File: src/rtl/game_flow_ctrl.sv
// Round/stage sequencer downstream of bullet_collide: stage clear, game over, game won, hi-score.
// Optional pause sub-state compiled in with `define GAME_PAUSE_EN.
module game_flow_ctrl #(
  parameter int unsigned NUM_STAGES       = 8,
  parameter int unsigned PLAYER_LIVES     = 3,
  parameter int unsigned ENEMY_LIVES_BASE = 4,
  parameter int unsigned LOAD_CYCLES      = 4,
  parameter int unsigned CLEAR_WAIT       = 50000000,
  parameter int unsigned OVER_WAIT        = 100000000
) (
  input  logic        clk_i,
  input  logic        reset_all_i,
  input  logic        start_btn_i,
  input  logic        pause_btn_i,
  input  logic        two_player_i,
  input  logic [3:0]  player_1_live_left_i,
  input  logic [3:0]  player_2_live_left_i,
  input  logic [5:0]  enemy_left_i,
  input  logic        eagle_hit_i,
  input  logic [10:0] player_1_score_i,
  input  logic [10:0] player_2_score_i,
  output logic        round_reset_o,
  output logic [3:0]  player_lives_o,
  output logic [3:0]  enemy_lives_o,
  output logic [2:0]  state_o,
  output logic [3:0]  stage_o,
  output logic        freeze_o,
  output logic        game_over_o,
  output logic        game_won_o,
  output logic [10:0] hi_score_o
);

  typedef enum logic [2:0] {
    S_IDLE  = 3'd0,
    S_LOAD  = 3'd1,
    S_PLAY  = 3'd2,
    S_CLEAR = 3'd3,
    S_OVER  = 3'd4,
    S_WIN   = 3'd5
  } state_t;

  localparam logic [3:0] ENEMY_RST = (ENEMY_LIVES_BASE > 15) ? 4'd15 : 4'(ENEMY_LIVES_BASE);

  state_t      state_q, state_d;
  logic [3:0]  stage_q, stage_d;
  logic [31:0] timer_q, timer_d;
  logic        tp_q, tp_d;
  logic [10:0] hi_q, hi_d;
  logic [10:0] p2_score_eff;
  logic [4:0]  enemy_sum;
  logic [3:0]  enemy_lives_q, enemy_lives_d;
  logic        round_reset_q, freeze_q, game_over_q, game_won_q;
  logic [2:0]  start_sync;
  logic        start_press, hold_play, play_live_d, all_dead;

  // [1] is the synchronized level, [2] its one-cycle delay for edge detect
  always_ff @(posedge clk_i or posedge reset_all_i) begin
    if (reset_all_i) start_sync <= '0;
    else             start_sync <= {start_sync[1:0], start_btn_i};
  end
  assign start_press = start_sync[1] & ~start_sync[2];

`ifdef GAME_PAUSE_EN
  logic [2:0] pause_sync;
  logic       pause_press, paused_q, paused_d;

  always_ff @(posedge clk_i or posedge reset_all_i) begin
    if (reset_all_i) begin
      pause_sync <= '0;
      paused_q   <= 1'b0;
    end else begin
      pause_sync <= {pause_sync[1:0], pause_btn_i};
      paused_q   <= paused_d;
    end
  end
  assign pause_press = pause_sync[1] & ~pause_sync[2];

  always_comb begin
    paused_d = paused_q;
    if (state_q == S_PLAY && pause_press) paused_d = ~paused_q;
    if (state_d != S_PLAY)                paused_d = 1'b0;
  end
  assign hold_play   = paused_q;
  assign play_live_d = (state_d == S_PLAY) && !paused_d;
`else
  logic unused_pause;
  assign unused_pause = pause_btn_i;
  assign hold_play    = 1'b0;
  assign play_live_d  = (state_d == S_PLAY);
`endif

  assign all_dead     = (player_1_live_left_i == 4'd0) && (!tp_q || player_2_live_left_i == 4'd0);
  assign p2_score_eff = tp_q ? player_2_score_i : 11'd0;

  always_comb begin
    state_d = state_q;
    stage_d = stage_q;
    tp_d    = tp_q;
    timer_d = timer_q;
    if (state_q == S_LOAD || state_q == S_CLEAR || state_q == S_OVER) timer_d = timer_q + 32'd1;
    case (state_q)
      S_IDLE: if (start_press) begin
        state_d = S_LOAD;
        stage_d = 4'd0;
        tp_d    = two_player_i;
      end
      S_LOAD: if (timer_q == 32'(LOAD_CYCLES - 1)) state_d = S_PLAY;
      S_PLAY: if (!hold_play) begin
        if (eagle_hit_i || all_dead)    state_d = S_OVER;
        else if (enemy_left_i == 6'd0)  state_d = S_CLEAR;
      end
      S_CLEAR: if (timer_q == 32'(CLEAR_WAIT - 1)) begin
        if (stage_q == 4'(NUM_STAGES - 1)) state_d = S_WIN;
        else begin
          state_d = S_LOAD;
          stage_d = stage_q + 4'd1;
        end
      end
      S_OVER: if (timer_q == 32'(OVER_WAIT - 1)) state_d = S_IDLE;
      S_WIN:  if (start_press) state_d = S_IDLE;
      default: state_d = S_IDLE;
    endcase
    if (state_d != state_q) timer_d = '0;

    hi_d = hi_q;
    if (state_d != state_q && (state_d == S_OVER || state_d == S_WIN)) begin
      if (player_1_score_i > hi_d) hi_d = player_1_score_i;
      if (p2_score_eff > hi_d)     hi_d = p2_score_eff;
    end
  end

  // Widened so base + stage cannot wrap before saturation
  assign enemy_sum     = 5'(ENEMY_LIVES_BASE) + {1'b0, stage_d};
  assign enemy_lives_d = (enemy_sum > 5'd15) ? 4'd15 : enemy_sum[3:0];

  always_ff @(posedge clk_i or posedge reset_all_i) begin
    if (reset_all_i) begin
      state_q       <= S_IDLE;
      stage_q       <= '0;
      timer_q       <= '0;
      tp_q          <= 1'b0;
      hi_q          <= '0;
      enemy_lives_q <= ENEMY_RST;
      round_reset_q <= 1'b1;
      freeze_q      <= 1'b1;
      game_over_q   <= 1'b0;
      game_won_q    <= 1'b0;
    end else begin
      state_q       <= state_d;
      stage_q       <= stage_d;
      timer_q       <= timer_d;
      tp_q          <= tp_d;
      hi_q          <= hi_d;
      enemy_lives_q <= enemy_lives_d;
      round_reset_q <= (state_d == S_IDLE) || (state_d == S_LOAD);
      freeze_q      <= !play_live_d;
      game_over_q   <= (state_d == S_OVER);
      game_won_q    <= (state_d == S_WIN);
    end
  end

  assign state_o        = state_q;
  assign stage_o        = stage_q;
  assign hi_score_o     = hi_q;
  assign enemy_lives_o  = enemy_lives_q;
  assign player_lives_o = 4'(PLAYER_LIVES);
  assign round_reset_o  = round_reset_q;
  assign freeze_o       = freeze_q;
  assign game_over_o    = game_over_q;
  assign game_won_o     = game_won_q;

endmodule

File: config.mk
export PLATFORM = sky130hd
export DESIGN_NAME = game_flow_ctrl
export DESIGN_NICKNAME = d
export VERILOG_FILES = /design/src/rtl/game_flow_ctrl.sv
export SDC_FILE = /design/constraint.sdc
export NUM_CORES = 1
export LEC_CHECK = 0
export BUFFER_PORTS_ARGS = -buffer_cell sky130_fd_sc_hd__buf_2
export CORE_ASPECT_RATIO = 0.75
export CORE_UTILIZATION = 48
export CTS_BUF_LIST = sky130_fd_sc_hd__clkbuf_16
export CTS_CLUSTER_DIAMETER = 30
export DETAILED_ROUTE_END_ITERATION = 7
export PLACE_DENSITY = 0.81
export SLEW_MARGIN = 20
export SYNTH_ARGS = -nofsm -noshare
export SYNTH_HDL_FRONTEND = slang
export SYNTH_SLANG_ARGS = --single-unit
File: constraint.sdc
create_clock -name clk_i -period 4.8 [get_ports clk_i]
set_input_delay 0.48 -clock clk_i [delete_from_list [all_inputs] [get_ports clk_i]]
set_output_delay 0.48 -clock clk_i [all_outputs]
set_load 0.05 [all_outputs]
# Yosys cells after proc, flatten, opt, wreduce, memory -nomap -nowiden
# Cells that the tools add are included.
# totals
ff_bits	62
input_bits	42
out_inout_bits	30
word_cells	70
# classes
n_addsub	3
n_lt_le_gt_ge	3
n_eq_ne	14
mux	20
n_bitwise	2
reduce_logical	17
# ops
cell	n
$mux 32	2
$mux 11	4
$add 32x1->32 const B	1
$eq 32x2->1 const B	1
$eq 32x26->1 const B	1
$eq 32x27->1 const B	1
$mux 3	8
$gt 11x11->1	2
$pmux 3 s6	1
$mux 4	4
$eq 3x3->1 const B	4
$eq 3x2->1 const B	3
$logic_not 4->1	2
$pmux 4 s2	1
$eq 3x1->1 const B	2
$logic_not 3->1	2
$logic_not 6->1	1
$logic_or 1x1->1	6
$add 3x4->5 const A	1
$gt 5x4->1 const B	1
$add 4x1->4 const B	1
$eq 4x3->1 const B	1
$ne 3x3->1	1
$logic_and 1x1->1	2
other kinds (5)	6

# Longest topological paths before layout
# logic_depth
word_depth	12
depth_mapped	16
mapped_depth_nobuf	15

# Worst setup path before layout
# OpenSTA, ideal clock, no wires.
# synth_path
path_type	flip-flop to flip-flop
startpoint	register hi_q[4], in the netlist hi_score_o[4]
endpoint	register hi_q[1], in the netlist hi_score_o[1]
setup_ns	0.079
t_arrival_ns	4.150
t_required_ns	4.721
slack_ns	0.570
stages_incl_launch_ff	17
path_buffers	1
period_less_slack_ns	4.230
cell_sequence	dfrtp_1 inv_1 ha_1 a211o_1 a21oi_1 a21oi_1 or2_2 clkbuf_1 mux2i_1 ha_1 nand2_1 or3_1 a311oi_1 nor3_1 a41oi_2 mux2_2 mux2i_1
# synth_via
elab_chain_cells	5
# synth_rtl
item	line_no	source
start: declaration	48	logic [10:0] hi_q, hi_d;
start signal: assignment	153	hi_q <= hi_d;
$gt 11x11->1	127	if (player_1_score_i > hi_d) hi_d = player_1_score_i;
$mux 11 *	127	
$mux 11 *	126	if (state_d != state_q && (state_d == S_OVER || state_d == S_WIN)) begin
$gt 11x11->1	128	if (p2_score_eff > hi_d) hi_d = p2_score_eff;
$mux 11 *	128	
# Every way passes the cells marked *; elsewhere a longest branch is shown, timed or not. The select of a mux whose other input is x is not followed.
# A chain may end at the register's enable or synchronous reset.

# Final worst setup path
# Ends and elaborated chain as after synthesis.

==> results.toml <==
[run_status]
status = "complete, no violations"

[critical_path]
critPathMaxStageDelay_ns = 0.40
crit_fanout = 10
reg2reg_slack_ns = 0.37
crit-reg2reg-launch = "hi_score_o[4]$_DFFE_PP0P_"
crit_buf_inv = 2
crit_slowest_cell = "or3_1"
crit_required_ns = 5.05
crit_chain = "inv_1 -> ha_1 -> a211o_1 -> a21oi_1 -> nand2_1 -> a22oi_1 -> o221ai_1 -> ha_1 -> nand2_1 -> or3_1 -> a311oi_1 -> nor3_1 -> a41oi_2 -> buf_4 -> mux2_2 -> mux2i_1"
endpoint_kind = "register"
cp-start-kind = "register"
cp.arrival_ns = 4.68
critical_path_class = "reg -> reg"
worstSetupPathDepth = 16
cpLargestDelayFamily = "compound AO/OA/AOI/OAI gates"
r2r_cells = 16
r2r-end = "hi_score_o[1]$_DFFE_PP0P_"

[sta]
fin_crit_ns = 4.43
worst_pin_slew_ns = 0.846
tns_ns = 0
fin_worst_skew_ns = 0.00913
finalHoldViolCount = 0
slew_violations = 0
fmax_mhz = 226
maxSlewHeadroom_pct = 43.3
setup_viol = 0
rsz0062_at_grt = "no"
period_share_pct = 92.3

[worst_hold_path]
holdPathStages = 1
hold_class = "in -> reg"
worstHoldStart = "start_btn_i"
holdPathEnd = "start_sync[0]$_DFF_PP0_"

[placed_design]
placed_cells = 615
hpwl_um = 7170
portBuffers = 66
place_congestion = 0.959

[floorplanning]
rows = 28
die_width_um = 109
start_util_pct = 51.0
core_um2 = 8090
die_h_um = 82.3
die_area_um2 = 8970
ioPinCount = 72

[routing]
viasPerCell = 5.74
num_vias = 3624
route.antenna.remaining_nets = 0
routed_wl_um = 10000
remaining_drc_errors = 0
wl_per_cell_um = 15.9
dr.pass1.iters = 5
drt_iter0_drc = 317

[finish]
layout_commonest_cell = "buf_2"
area_growth_pct = 18.0
fillers = 675
final_cell_mix = "buf_2 (66), nor2_1 (64), dfrtp_1 (59), inv_1 (31), nand2_1 (30)"
fin_nets = 589
diodes = 0
drive_gt1_share_pct = 24.7
instances_no_fill = 631

[power]
power_density_nw_per_um2 = 588
p_clk_share_pct = 23.6
pwr-share-comb_pct = 50.8
switchingPower_mw = 1.29
seq_power_share_pct = 25.6
peakVddDrop_mv = 0.414
p_leak_nw = 2.32
power.internal_mw = 1.57
sw_frac_of_total_pct = 45.1

[yosys]
ys_warn_count = 0
synthXorXnorAreaFrac_pct = 6.58
synth_seq_cells = 62
avgSynthCellArea_um2 = 9.14
ys.flop_type = "dfrtp_1"
synth.distinct_cells = 59
synth_top_family_by_area = "simple AND/OR/NAND/NOR gates"
synth_compound_area_share_pct = 11.1
synth-edff-count = 0
synthCells = 451
seq_area_frac_synth_pct = 37.7
synth_area_um2 = 4120
synth_fa_ha_area_share_pct = 7.89
async_reset_ff_share_pct = 100
synthMuxAreaShare_pct = 6.43
synthSimpleGateAreaFrac_pct = 25.2

[grt]
grt_pass1_vias = 3554
antenna_found_initial = 0
grt_overflow = 0
grt_usage_pct = 24.4
grt_pass1_wl_um = 16600
grt_max_degree = 63

[clock_tree]
cts_inserted_buffers = 9
cts-root-buf = "clkbuf_16"
clkSlewWorstSetupHoldPaths_ns = 0.05
cts_sinks = 62
clk_path_buf_depth = 2
tritoncts = "done"
post_cts_buffers = 0
post_cts_resized = 0
h-tree-depth = 3
hold_buffers = 0
clkLatencyLatePin_ns = 0.33

[flow_run]
drv_cap = 0
[sequential cells by signal, indices dropped and copies added, names as in the netlist]
| name | cells |
|---|---|
| timer_q | 32 |
| hi_score_o | 11 |
| enemy_lives_o | 4 |
| stage_o | 4 |
| start_sync | 3 |
| state_o | 3 |
| freeze_o | 1 |
| game_over_o | 1 |
| game_won_o | 1 |
| round_reset_o | 1 |
| tp_q | 1 |
[worst max-delay path by stage]
stage	startpoint	to	slack (ns)
global placement	player_1_score_i[4]	hi_score_o[1]$_DFFE_PP0P_	0.47
CTS	hi_score_o[4]$_DFFE_PP0P_	hi_score_o[1]$_DFFE_PP0P_	0.46
finish	hi_score_o[4]$_DFFE_PP0P_	hi_score_o[1]$_DFFE_PP0P_	0.37
floorplan	hi_score_o[4]$_DFFE_PP0P_	hi_score_o[1]$_DFFE_PP0P_	0.57
detailed placement	player_1_score_i[4]	hi_score_o[9]$_DFFE_PP0P_	0.33
global route	hi_score_o[4]$_DFFE_PP0P_	hi_score_o[9]$_DFFE_PP0P_	0.12
[cells by family (layout without fill, tap and decap cells)]
| family | Yosys count | count (layout) |
|---|---|---|
| flops | 62 | 62 |
| mux | 25 | 25 |
| simple gates | 195 | 195 |
| xor+xnor | 31 | 31 |
| fa+ha+maj | 26 | 26 |
| other cells | 2 | 4 |
| compound gates | 63 | 63 |
| buf+inv | 47 | 120 |
[per-layer routing]
metal / vias to the layer above / track usage (%) / share of wire [%]
met3: 15 / 4.47 / 6.7
met5: - / 0 / 0
met2: 143 / 39.9 / 46
li1: 1736 / - / -
met4: 0 / 8.92 / 1.5
met1: 1730 / 32.3 / 46
[cell usage after synthesis, types with 3 or more instances]
cell | count | area share (%)
or3_1 | 3 | 0.46
buf_4 | 4 | 0.73
nand2_1 | 30 | 2.7
a21oi_1 | 14 | 1.7
buf_2 | 3 | 0.36
o31ai_1 | 3 | 0.55
a21o_1 | 5 | 0.91
dfrtp_1 | 59 | 36
or2_2 | 13 | 2.0
nor3_1 | 9 | 1.1
nand3_1 | 16 | 1.9
xnor2_1 | 15 | 3.2
clkbuf_1 | 8 | 0.73
ha_1 | 26 | 7.9
nor4_1 | 8 | 1.2
nor2_2 | 3 | 0.46
and2_1 | 5 | 0.76
mux2i_1 | 13 | 3.2
nor2_1 | 64 | 5.8
xor2_1 | 16 | 3.4
mux2_2 | 11 | 3.0
and3_1 | 4 | 0.61
dfstp_2 | 3 | 1.9
nand2b_1 | 4 | 0.61
a22oi_1 | 9 | 1.6
inv_1 | 31 | 2.8
o21ai_0 | 4 | 0.49
and4_1 | 4 | 0.85
o221ai_1 | 9 | 1.9
nand4_1 | 15 | 2.3
[stage by stage]
stage,hold WS [ns],cell area (um^2),power (mW),utilization (%),worst slack (ns)
after CTS,0.259,4870,2.85,60.1,0.461
final,0.264,4870,2.86,60.1,0.369
after detailed placement,0.349,4560,2.16,56.3,0.332
after global routing,0.261,4870,3.03,60.1,0.116
after global placement,0.337,4560,2.13,56.3,0.467
after floorplan,0.331,4130,1.82,-,0.570
[power groups by stage]
stage / combinational [mW] / sequential [mW] / clock (mW)
floorplan: 0.908 / 0.914 / 0
detailed placement: 1.43 / 0.735 / 0
CTS: 1.44 / 0.729 / 0.684
global placement: 1.40 / 0.731 / 0
global route: 1.58 / 0.745 / 0.707
finish: 1.46 / 0.732 / 0.675
[area by class of cell]
type / instances / area, um^2 / area share, %
tap: 105 / 131 / 2.70
timing repair buffer: 73 / 383 / 7.87
sequential: 62 / 1560 / 32.0
clock inverter: 7 / 81.3 / 1.67
inverter: 31 / 116 / 2.39
multi-input combinational: 344 / 2370 / 48.8
clock buffer: 9 / 225 / 4.63
Power figures use the tool's default switching activity.
